**src/rtl/led_fade_driver.sv**
```systemverilog
// ============================================================================
// Module   : led_fade_driver
// Brief    : Per-LED PWM fader; pattern bits ramp brightness up/down per period.
//            Optional macro LED_FADE_ACTIVE_LOW_EN inverts LED_o (reset all ones).
// Revision : 1.0 - initial release
// ============================================================================
`default_nettype none

module led_fade_driver #(
  parameter int LED_NUM = 8,
  parameter int PWM_W   = 8,
  parameter int PRESC   = 1172,
  parameter int STEP    = 16
) (
  input  logic               CLK_i,
  input  logic               RSTn_i,
  input  logic [LED_NUM-1:0] LED_i,
  output logic [LED_NUM-1:0] LED_o,
  output logic               BUSY_o
);

  localparam int                  c_PCNT_W    = (PRESC > 1) ? $clog2(PRESC) : 1;
  localparam logic [c_PCNT_W-1:0] c_PCNT_LAST = c_PCNT_W'(PRESC - 1);
  localparam logic [c_PCNT_W-1:0] c_PCNT_ONE  = c_PCNT_W'(1);
  localparam logic [PWM_W-1:0]    c_PWM_LAST  = '1;
  localparam logic [PWM_W-1:0]    c_PWM_ONE   = PWM_W'(1);
  localparam logic [PWM_W+1:0]    c_MAX       = (PWM_W+2)'(2**PWM_W);
  localparam logic [PWM_W:0]      c_MAX_B     = c_MAX[PWM_W:0];
  localparam logic [PWM_W+1:0]    c_STEP      = (PWM_W+2)'(STEP);
  localparam logic [PWM_W:0]      c_STEP_B    = c_STEP[PWM_W:0];

`ifdef LED_FADE_ACTIVE_LOW_EN
  localparam logic [LED_NUM-1:0]  c_LED_POL   = '1;
`else
  localparam logic [LED_NUM-1:0]  c_LED_POL   = '0;
`endif

  logic [LED_NUM-1:0]  r_sync;
  logic [LED_NUM-1:0]  r_tgt;
  logic [c_PCNT_W-1:0] r_pcnt;
  logic [PWM_W-1:0]    r_pwm_cnt;
  logic [LED_NUM-1:0]  r_led;
  logic                r_busy;
  logic                w_tick;
  logic                w_period_end;
  logic [LED_NUM-1:0]  w_duty;
  logic [LED_NUM-1:0]  w_diff;

  always_ff @(posedge CLK_i or negedge RSTn_i) begin
    if (!RSTn_i) begin
      r_sync <= '0;
      r_tgt  <= '0;
    end else begin
      r_sync <= LED_i;
      r_tgt  <= r_sync;
    end
  end

  assign w_tick       = (r_pcnt == c_PCNT_LAST);
  assign w_period_end = w_tick && (r_pwm_cnt == c_PWM_LAST);

  always_ff @(posedge CLK_i or negedge RSTn_i) begin
    if (!RSTn_i) begin
      r_pcnt    <= '0;
      r_pwm_cnt <= '0;
    end else begin
      r_pcnt <= w_tick ? '0 : (r_pcnt + c_PCNT_ONE);
      if (w_tick) begin
        r_pwm_cnt <= r_pwm_cnt + c_PWM_ONE;
      end
    end
  end

  for (genvar i = 0; i < LED_NUM; i++) begin : g_led
    logic [PWM_W:0]   r_bright;
    logic [PWM_W+1:0] w_ext;
    logic [PWM_W+1:0] w_up;
    logic [PWM_W:0]   w_dn;
    logic [PWM_W+1:0] w_lvl;
    logic [PWM_W:0]   w_next;

    // one extra bit of headroom keeps bright+STEP from wrapping before the clamp
    assign w_ext = {1'b0, r_bright};
    assign w_up  = w_ext + c_STEP;
    assign w_dn  = r_bright - c_STEP_B;
    assign w_lvl = r_tgt[i] ? c_MAX : '0;

    always_comb begin
      w_next = r_bright;
      if (r_tgt[i]) begin
        w_next = (w_up >= c_MAX) ? c_MAX_B : w_up[PWM_W:0];
      end else begin
        w_next = (w_ext <= c_STEP) ? '0 : w_dn;
      end
    end

    always_ff @(posedge CLK_i or negedge RSTn_i) begin
      if (!RSTn_i) begin
        r_bright <= '0;
      end else if (w_period_end) begin
        r_bright <= w_next;
      end
    end

    assign w_duty[i] = ({1'b0, r_pwm_cnt} < r_bright);
    assign w_diff[i] = (w_ext != w_lvl);
  end

  always_ff @(posedge CLK_i or negedge RSTn_i) begin
    if (!RSTn_i) begin
      r_led  <= c_LED_POL;
      r_busy <= 1'b0;
    end else begin
      r_led  <= w_duty ^ c_LED_POL;
      r_busy <= |w_diff;
    end
  end

  assign LED_o  = r_led;
  assign BUSY_o = r_busy;

endmodule

`default_nettype wire

```
**config.mk**
```make
export PLATFORM = sky130hd
export DESIGN_NAME = led_fade_driver
export DESIGN_NICKNAME = d
export VERILOG_FILES = /design/src/rtl/led_fade_driver.sv
export SDC_FILE = /design/constraint.sdc
export NUM_CORES = 1
export LEC_CHECK = 0
export CORE_ASPECT_RATIO = 0.5
export CORE_MARGIN = 5
export CORE_UTILIZATION = 41
export CTS_CLUSTER_DIAMETER = 50
export DETAILED_ROUTE_END_ITERATION = 7
export GPL_ROUTABILITY_DRIVEN = 0
export PLACE_DENSITY_LB_ADDON = 0.25
export SKIP_LAST_GASP = 1
export SLEW_MARGIN = 20
export SYNTH_ARGS = -nofsm -noshare
export SYNTH_HDL_FRONTEND = slang
export SYNTH_SLANG_ARGS = --single-unit
```
**constraint.sdc**
```tcl
create_clock -name CLK_i -period 2.9 [get_ports CLK_i]
set_input_delay 0.29 -clock CLK_i [delete_from_list [all_inputs] [get_ports CLK_i]]
set_output_delay 0.29 -clock CLK_i [all_outputs]
set_load 0.02 [all_outputs]
```
Yosys cells after proc, flatten, opt, wreduce, memory -nomap -nowiden
Cells that the tools add are included.
- mux-type cells: 33
- reductions and logical operators: 2
- equality and inequality tests: 10
- $lt $le $gt $ge: 24
- add/subtract/negate cells: 18
- operators by type and width (kind ; count):
    $mux W9 ; 32
    $add A9 B5 Y10 const B ; 8
    $ge A10 B9 Y1 const B ; 8
    $le A9 B5 Y1 const B ; 8
    $lt A8 B9 Y1 ; 8
    $ne A9 B9 Y1 ; 8
    $sub A9 B5 Y9 const B ; 8
    $add A11 B1 Y11 const B ; 1
    $eq A11 B11 Y1 const B ; 1
    $mux W11 ; 1
    $add A8 B1 Y8 const B ; 1
    $eq A8 B8 Y1 const B ; 1
    $reduce_or A8 Y1 ; 1
    $logic_and A1 B1 Y1 ; 1
- output and inout bits: 9
- input port bits: 10
- register bits after elaboration: 116
- logic and storage cells: 101

Logic depth before layout (Yosys ltp)
Gate-level depths: netlist of the first run.
- word-level depth: 4
- depth in mapped cells: 8
- mapped depth without buffers: 7

Worst setup path before layout of the first run
Ideal clock, no wire load.
- path type: register -> register
- start point: register r_pcnt[0]
- end point: register g_led[4].r_bright[7]
- period minus slack after synthesis: 2.091 ns
- path slack: 0.809 ns
- setup time: 0.124 ns
- arrival: 1.967 ns
- required time: 2.776 ns
- buffers on the path: 1
- stages on the path, launching flop included: 8
- cells stage by stage: dfrtp_1 > ha_1 > or4b_4 > nor4_4 > and2_1 > buf_4 > o21ai_0 > a211o_1
- cells in the longest elaborated chain, start to end: 2
- RTL lines (what ; line ; RTL):
    start, declared ; 40 ; logic [c_PCNT_W-1:0] r_pcnt;
    start signal, assigned ; 67 ; r_pcnt <= w_tick ? '0 : (r_pcnt + c_PCNT_ONE);
    $eq A11 B11 Y1 ; 59 ; assign w_tick = (r_pcnt == c_PCNT_LAST);
    $logic_and A1 B1 Y1 ; 60 ; assign w_period_end = w_tick && (r_pwm_cnt == c_PWM_LAST);
    end signal, assigned ; 101 ; r_bright <= w_next;
    end, declared ; 75 ; logic [PWM_W:0] r_bright;
Every way passes these cells.
A chain may end at the register's enable or synchronous reset.

Final worst setup path of the first run
- start point: register r_pcnt[0]
- end point: register g_led[0].r_bright[7]
- cells in the longest elaborated chain, start to end: 2
- RTL lines (what ; line):
    $eq A11 B11 Y1 ; 59
    $logic_and A1 B1 Y1 ; 60
    end signal, assigned ; 101
    end, declared ; 75
Every way passes these cells.

==> impl_metrics.yaml, run 1 <==
timing:
  timing.setup.tns_ps: 0
  drv_slew: 0
  relSlewSlack: 0.592
  period_needed_ps: 2330
  final.period_utilization: 0.804
  finalSetupViolations: 0
  hold_violations: 0
  hold_slack_ps: 347
  rsz0062_at_grt: "no"
  skew_ps: 6.71
  worst_pin_slew_ps: 606
  fmax_mhz: 429
die:
  die_area_um2: 16100
  row_count: 30
  die_width_um: 175
  start_util: 0.415
  chipHeight_um: 92.3
  core_area_um2: 13400
  ios: 19
clock_network:
  ctsResizeCount: 0
  clk_latency_ps: 330
  root_buffer: "clkbuf_16"
  cts_sinks: 84
  clock_tree.buffer_depth: 2
  clk_pin_slew_ps: 60
  cts_tree: "built"
  h-tree-depth: 3
  numCtsBuffers: 9
synthesis:
  synth_edf_count: 0
  yosys_warnings: 0
  synthCells: 597
  yosys_most_used_dff: "dfrtp_1"
  seq_area_frac_synth: 0.378
  synth_area_um2: 5560
  syn_nets: 673
  synth.distinct_cells: 56
  ys_ff_latch: 84
  synth-async-reset-ratio: 1.00
  syn_area_per_cell_um2: 9.31
min_path:
  hp-start: "r_sync[4]"
  hold_path_class: "reg2reg"
detailed_routing:
  routed-via-count: 4460
  drc_errors: 0
  wl_per_cell_um: 15.4
  dr.pass1.iters: 7
  drt_wl_total_um: 12200
  ant_nets: 0
  routed_via_density: 5.62
  first_iter_violations: 315
setup_path:
  crit_chain: "ha_1, or4b_4, nor4_4, nand2_4, buf_12, nor4_1, a211o_1"
  cp.arrival_ps: 2600
  cp_max_fo: 40
  crit_start: "r_pcnt[0]"
  required_ps: 3170
  worstReg2RegStart: "r_pcnt[0]"
  critPathKind: "reg2reg"
  critPathMaxStageDelay_ps: 490
  cp-start-kind: "register"
  crit_path_end_kind: "register"
  slowest_stage: "or4b_4"
layout:
  final_common_cell: "dfrtp_1"
  num_antenna_cells: 0
  nets: 689
  drive_gt1_frac: 0.0825
  areaGrowthSynthToFinish_pct: 13.1
  nFillCells: 1237
  layout_common_cells: "84 x dfrtp_1, 66 x ha_1, 48 x o21ai_0"
  instances_no_fill: 794
pwr:
  vdd_ir_drop_max_mv: 0.260
  power.leakage_nw: 2.79
  p_per_area_nw_per_um2: 401
  power_mw: 2.52
place:
  dpl.hpwl_um: 8460
  io_buffers: 18
  dp.cells: 777
global_routing:
  grt_max_degree: 41
  grt_usage: 0.157
  overflow: 0
  antenna_found_initial: 0
  grt_pass1_vias: 4176
  grt_pass1_wl_um: 20800
outcome:
  status: "finished clean"
job:
  maxCapViolations: 0
-- sequential cells by signal (all words and copies together) (netlist names) --
name and cells:
BUSY_o 1, LED_o 8, g_led.r_bright 40, r_pcnt 11
r_pwm_cnt 8, r_sync 8, r_tgt 8
-- synthesized netlist by cell type (all sizes together), types with 5 or more instances --
library cell / n / area, um^2
mux2: 7 / 78.8
or2: 7 / 43.8
a31oi: 9 / 56.3
o22ai: 5 / 31.3
o21ai: 49 / 245
buf: 9 / 50.1
or3: 5 / 31.3
nor4: 11 / 83.8
mux2i: 7 / 70.1
a211o: 6 / 52.6
nand2: 39 / 154
o21a: 11 / 82.6
and3: 8 / 50.1
inv: 38 / 143
dfrtp: 84 / 2100
nand2b: 15 / 93.8
clkbuf: 18 / 68.8
xor2: 14 / 123
nor3: 18 / 90.1
xnor2: 9 / 78.8
a21o: 5 / 37.5
nor2: 31 / 116
nand3: 20 / 100
ha: 66 / 826
a41oi: 6 / 52.6
nand4: 9 / 56.3
a21oi: 38 / 190
-- what timing repair did --
action / in CTS / in global routing
hold buffers: 1 / 0
hold endpoints to repair: 31 / 0
buffers inserted: 0 / 0
-- per-layer routing --
layer,GRT usage,up-vias,part of all wire
met1,0.222,2181,0.50
met5,0,-,0
met3,0.0338,11,0.035
met4,0.0425,0,0.012
met2,0.246,71,0.45
li1,-,2197,-
-- cell type report --
type                       count  area, um^2  share of cell area
multi-input combinational    448        3190               0.508
tap                          176         220              0.0351
clock buffer                  10         239              0.0380
sequential                    84        2100               0.335
inverter                      38         143              0.0227
timing repair buffer          32         298              0.0474
clock inverter                 6        87.6              0.0139
-- through the flow --
step                      setup slack (ps)   util  area, um^2
after detailed placement               594  0.444        5940
after global routing                   426  0.469        6280
final                                  569  0.469        6280
after global placement                 644  0.444        5940
after floorplan                        809      -        5560
after CTS                              552  0.469        6280
-- where the power goes --
part	internal, mW	switching (mW)
clock	0.778	0.472
sequential	1.18	0.0161
combinational	0.0259	0.0412
total	1.99	0.530
-- path summary, 6_finish.rpt --
kind	slack, ps	depth (start not counted)	to
setup / recovery	570	7	g_led[0].r_bright[7]
hold / removal	350	0	r_tgt[4]
setup reg to reg	570	7	g_led[0].r_bright[7]
hold reg to reg	350	0	r_tgt[4]
max in group asynchronous	1710	3	g_led[6].r_bright[5]
min in group asynchronous	460	2	r_sync[1]
-- worst max-delay path, delay by kind of cell, from the launching register on --
family                   cells  cell delay (ps)
flip-flops                   1              380
AND/OR/NAND/NOR              4             1270
AO/OA/AOI/OAI                1              140
adder cells (fa/ha/maj)      1              230
buffers and inverters        1              230
-- kinds of logic after synthesis --
family | synth area share
AND/OR/NAND/NOR | 0.172
XOR/XNOR | 0.0363
multiplexers | 0.0268
buffers and inverters | 0.0471
flip-flops | 0.378
adder cells (fa/ha/maj) | 0.149
AO/OA/AOI/OAI | 0.191
Note: power is estimated with default switching activity, not from simulation.
==> inputs of run 2 (changes only) <==
Clock period 2.9 ns to 2.4 ns, I/O delays scaled along.
==> run 2 against run 1 <==
  * Clock skew barely moved
  * Combinational power grew 23%
  * Clock power grew 25%
  * Die area unchanged
  * Critical endpoint is now g_led[7].r_bright[7]
  * Largest power group unchanged
  * Highest routed layer unchanged
  * Global-route usage down 0.25 points
==> impl_metrics.yaml, run 2 (synthesized netlist as in run 1, its figures left out) <==
clock_network:
  numCtsBuffers: 9
  root_buffer: "clkbuf_16"
  clk_latency_ps: 340
  cts_sinks: 84
  clk_pin_slew_ps: 60
  clock_tree.buffer_depth: 2
  h-tree-depth: 3
  cts_tree: "built"
setup_path:
  critPathMaxStageDelay_ps: 470
  cp-start-kind: "register"
  crit_family: "simple AND/OR/NAND/NOR gates"
  critPathKind: "reg2reg"
  cp.arrival_ps: 2520
  crit_chain: "ha_4, or4b_4, nor4_4, and2_4, buf_12, o221ai_1, mux2_2"
  slowest_stage: "or4b_4"
  cp_max_fo: 21
  crit_path_end_kind: "register"
  required_ps: 2630
  cp_num_buf_inv: 1
detailed_routing:
  first_iter_violations: 297
  wl_per_cell_um: 15.1
  drt_wl_total_um: 12100
  drc_errors: 0
  routed-via-count: 4441
  dr.pass1.iters: 4
  routed_via_density: 5.57
  ant_nets: 0
place:
  dpl.hpwl_um: 8500
  io_buffers: 18
pwr:
  clkPwrFrac: 0.504
  power_mw: 3.09
  p_per_area_nw_per_um2: 485
  seqPwrFrac: 0.469
  p_int_mw: 2.41
  switching_share: 0.218
  power.leakage_nw: 2.82
  p_comb_frac: 0.027
  vdd_ir_drop_max_mv: 0.293
  p_switching_mw: 0.672
timing:
  fmax_mhz: 437
  skew_ps: 6.69
  worst_pin_slew_ps: 580
  hold_violations: 0
  relSlewSlack: 0.610
  final.period_utilization: 0.954
  drv_slew: 0
  finalSetupViolations: 0
  period_needed_ps: 2290
die:
  chipHeight_um: 92.3
  ios: 19
  die_area_um2: 16100
  start_util: 0.415
  row_count: 30
  core_area_um2: 13400
  die_width_um: 175
layout:
  final_common_cell: "dfrtp_1"
  num_antenna_cells: 0
  fin_util: 0.475
  areaGrowthSynthToFinish_pct: 14.5
  drive_gt1_frac: 0.0916
  reg_top3: "g_led.r_bright (40), r_pcnt (11)"
  largest-register: "g_led.r_bright"
  layout_common_cells: "84 x dfrtp_1, 65 x ha_1, 48 x o21ai_0"
  largest_reg_flops: 40
  nets: 693
global_routing:
  grt_pass1_wl_um: 20500
  grt_max_degree: 36
  grt_pass1_vias: 4177
  antenna_found_initial: 0
  grt_usage: 0.155
  overflow: 0
outcome:
  status: "finished clean"
min_path:
  hold_path_class: "in2reg"
job:
  maxCapViolations: 0
run 2: cell types whose count changed in the layout (fill, tap and decap cells not counted):
cell | before | now
buf_12 | 1 | 3
inv_6 | 0 | 2
ha_4 | 0 | 1
and2_4 | 0 | 1
buf_4 | 13 | 15
and2_1 | 1 | 0
clkinv_2 | 2 | 0
ha_1 | 66 | 65
run 2: through the flow:
step / setup WS [ps] / cells / setup TNS, ps / hold slack [ps] / cell area, um^2
3_5_place_dp: 79.8 / 778 / 0 / 223 / 5980
3_3_place_gp: 119 / 778 / 0 / 223 / 5980
6_report: 110 / 798 / 0 / 334 / 6360
5_1_grt: -19.6 / 798 / -59.4 / 322 / 6360
2_1_floorplan: 309 / 597 / 0 / -55.6 / 5560
4_1_cts: 48.8 / 795 / 0 / 323 / 6320
run 2: layout make-up:
cell class,instances,area [um^2]
inverters,38,143
flip-flops and latches,84,2100
clock inverters,6,95.1
multi-input cells,448,3210
repair buffers,36,353
well taps,176,220
clock buffers,10,239
fillers,1256,7040
run 2: what timing repair did:
action | CTS | global route
hold buffers | 1 | 0
buffers inserted | 0 | 3
hold endpoints to repair | 30 | 0
endpoints found under the setup margin | 0 | 16
resized for setup | 0 | 3
run 2: worst paths after layout:
kind                           start  cells past startpoint  slack, ps              endpoint
setup / recovery           r_pcnt[0]                      7        110  g_led[7].r_bright[7]
hold / removal              LED_i[6]                      1        330             r_sync[6]
setup reg to reg           r_pcnt[0]                      7        110  g_led[7].r_bright[7]
hold reg to reg            r_sync[4]                      0        350              r_tgt[4]
max in group asynchronous     RSTn_i                      3       1400              LED_o[6]
min in group asynchronous     RSTn_i                      2        390  g_led[1].r_bright[6]
run 2: power groups by stage:
stage                     Clock [mW]  Combinational (mW)  Sequential (mW)
after CTS                       1.61              0.0860             1.45
after floorplan                    0              0.0381             1.46
after global placement             0              0.0835             1.47
final                           1.56              0.0826             1.45
after global routing            1.66              0.0959             1.45
after detailed placement           0              0.0843             1.47
run 2: worst register-to-register path, delay by kind of cell, from the launching register on:
family,cells,cell delay (ps)
and+or+nand+nor,3,1030
DFF,1,430
muxes,1,280
adders and majority gates,1,180
buffers and inverters,1,140
AOI/OAI and AO/OA,1,120
run 2: per-layer routing:
| metal | track usage | wire [um] |
|---|---|---|
| met1 | 0.211 | 6000 |
| met2 | 0.253 | 5600 |
| met3 | 0.0294 | 330 |
| met4 | 0.0457 | 139 |
| met5 | 0 | 0 |
==> inputs of run 3 (changes only) <==
Settings changed: MAX_ROUTING_LAYER from default to met4.
==> run 3 against run 2 <==
  * Clock power about the same
  * Sequential share of layout area unchanged
  * Critical endpoint unchanged
  * Global-route usage increased by 0.46 points
  * Design area is the same
  * Via count increased by 0.16%
  * First-iteration DRC count grew 3.0%
  * Fmax about the same
  * Combinational power barely moved
  * Final cell count stayed put
  * Flip-flop and latch count unchanged
  * Clock skew barely moved
==> impl_metrics.yaml, run 3 (synthesized netlist as in run 1, its figures left out) <==
outcome:
  status: "finished clean"
timing:
  skew_ps: 6.65
  fmax_mhz: 437
  drv_slew: 0
  hold_slack_ps: 334
  relSlewSlack: 0.609
  period_needed_ps: 2290
  finalSetupViolations: 0
  worst_pin_slew_ps: 581
  final.period_utilization: 0.954
  hold_violations: 0
detailed_routing:
  routed_via_density: 5.57
  drc_errors: 0
  first_iter_violations: 306
  dr.pass1.iters: 4
  drt_wl_total_um: 12100
  ant_nets: 0
  routed-via-count: 4448
  wl_per_cell_um: 15.1
min_path:
  hp-start: "LED_i[6]"
  min_delay_worst_endpoint: "r_sync[6]"
  hold_path_class: "in2reg"
  whs_path_depth: 1
pwr:
  power.leakage_nw: 2.82
  p_per_area_nw_per_um2: 485
  vdd_ir_drop_max_mv: 0.291
clock_network:
  numCtsBuffers: 9
  clock_tree.buffer_depth: 2
  clk_pin_slew_ps: 70
  root_buffer: "clkbuf_16"
  cts_tree: "built"
  h-tree-depth: 3
  cts_sinks: 84
  clk_latency_ps: 340
layout:
  largest_reg_flops: 40
  fin_area_um2: 6360
  final_common_cell: "dfrtp_1"
  seq_area_um2: 2100
  nFillCells: 1256
  areaGrowthSynthToFinish_pct: 14.5
  drive_gt1_frac: 0.0916
  num_antenna_cells: 0
  layout_common_cells: "84 x dfrtp_1, 65 x ha_1, 48 x o21ai_0"
  multi_input_area_um2: 3210
  reg_top3: "g_led.r_bright (40), r_pcnt (11)"
  nets: 693
  largest-register: "g_led.r_bright"
  instances_no_fill: 798
global_routing:
  grt_usage: 0.159
  antenna_found_initial: 0
  grtUsageMet2: 0.253
  grt_max_degree: 36
  grt_pass1_vias: 4169
  busiest_layer: "met2"
  gr-usage-met3: 0.0294
  grt_pass1_wl_um: 20500
  overflow: 0
  grt_use_met1: 0.212
place:
  dpl.hpwl_um: 8500
  placed_area_um2: 5980
  io_buffers: 18
  dp.cells: 778
die:
  die_width_um: 175
  row_count: 30
  core_area_um2: 13400
  die_area_um2: 16100
  ios: 19
  chipHeight_um: 92.3
  start_util: 0.415
setup_path:
  cp.arrival_ps: 2520
  crit_path_end_kind: "register"
  critPathKind: "reg2reg"
  required_ps: 2630
  reg2reg_depth: 7
  cp-start-kind: "register"
  cp_max_fo: 21
  regToRegEndpoint: "g_led[7].r_bright[7]"
  ff2ff_setup_slack_ps: 110
  worstReg2RegStart: "r_pcnt[0]"
job:
  maxCapViolations: 0
run 3: area by class of cell:
class | count | share of cell area
multi-input cells | 448 | 0.504
flip-flops and latches | 84 | 0.331
repair buffers | 36 | 0.0555
clock buffers | 10 | 0.0376
well taps | 176 | 0.0346
inverters | 38 | 0.0224
clock inverters | 6 | 0.0150
run 3: routing by layer:
layer | share of wire | vias up
li1 | - | 2219
met2 | 0.46 | 54
met1 | 0.50 | 2164
met5 | 0 | -
met4 | 0.011 | 0
met3 | 0.030 | 11
run 3: worst max-delay path by stage:
stage | start | endpoint | slack (ps) | cells past startpoint
5_1_grt | r_pcnt[0] | g_led[7].r_bright[7] | -20 | 7
3_3_place_gp | r_pcnt[0] | g_led[0].r_bright[4] | 120 | 7
6_report | r_pcnt[0] | g_led[7].r_bright[7] | 110 | 7
2_1_floorplan | r_pcnt[0] | g_led[4].r_bright[7] | 310 | 7
3_5_place_dp | r_pcnt[0] | g_led[3].r_bright[6] | 80 | 7
4_1_cts | r_pcnt[0] | g_led[3].r_bright[8] | 50 | 7
run 3: where the power goes:
part	leakage, nW	internal, mW	switching [mW]
logic	1.54	0.0336	0.0490
registers	1.12	1.43	0.0187
clock network	0.164	0.952	0.603
run 3: critical path, cell delays in order, from the launching register on:
cell and delay [ps]:
dfrtp_1 430, ha_4 180, or4b_4 470, nor4_4 340
and2_4 220, buf_12 140, o221ai_1 120, mux2_2 280
run 3: repair_timing:
action	4_1_cts	5_1_grt
hold endpoints to repair	30	0
endpoints found under the setup margin	0	16
hold buffers	1	0
resized for setup	0	3
setup buffers	0	3
run 3: metrics by stage:
stage | TNS (ps) | setup WS, ps | total power, mW | utilization
detailed placement | 0 | 79.8 | 1.56 | 0.446
global route | -59.3 | -19.6 | 3.21 | 0.475
CTS | 0 | 48.8 | 3.14 | 0.472
finish | 0 | 111 | 3.08 | 0.475
global placement | 0 | 119 | 1.56 | 0.446
floorplan | 0 | 309 | 1.50 | -
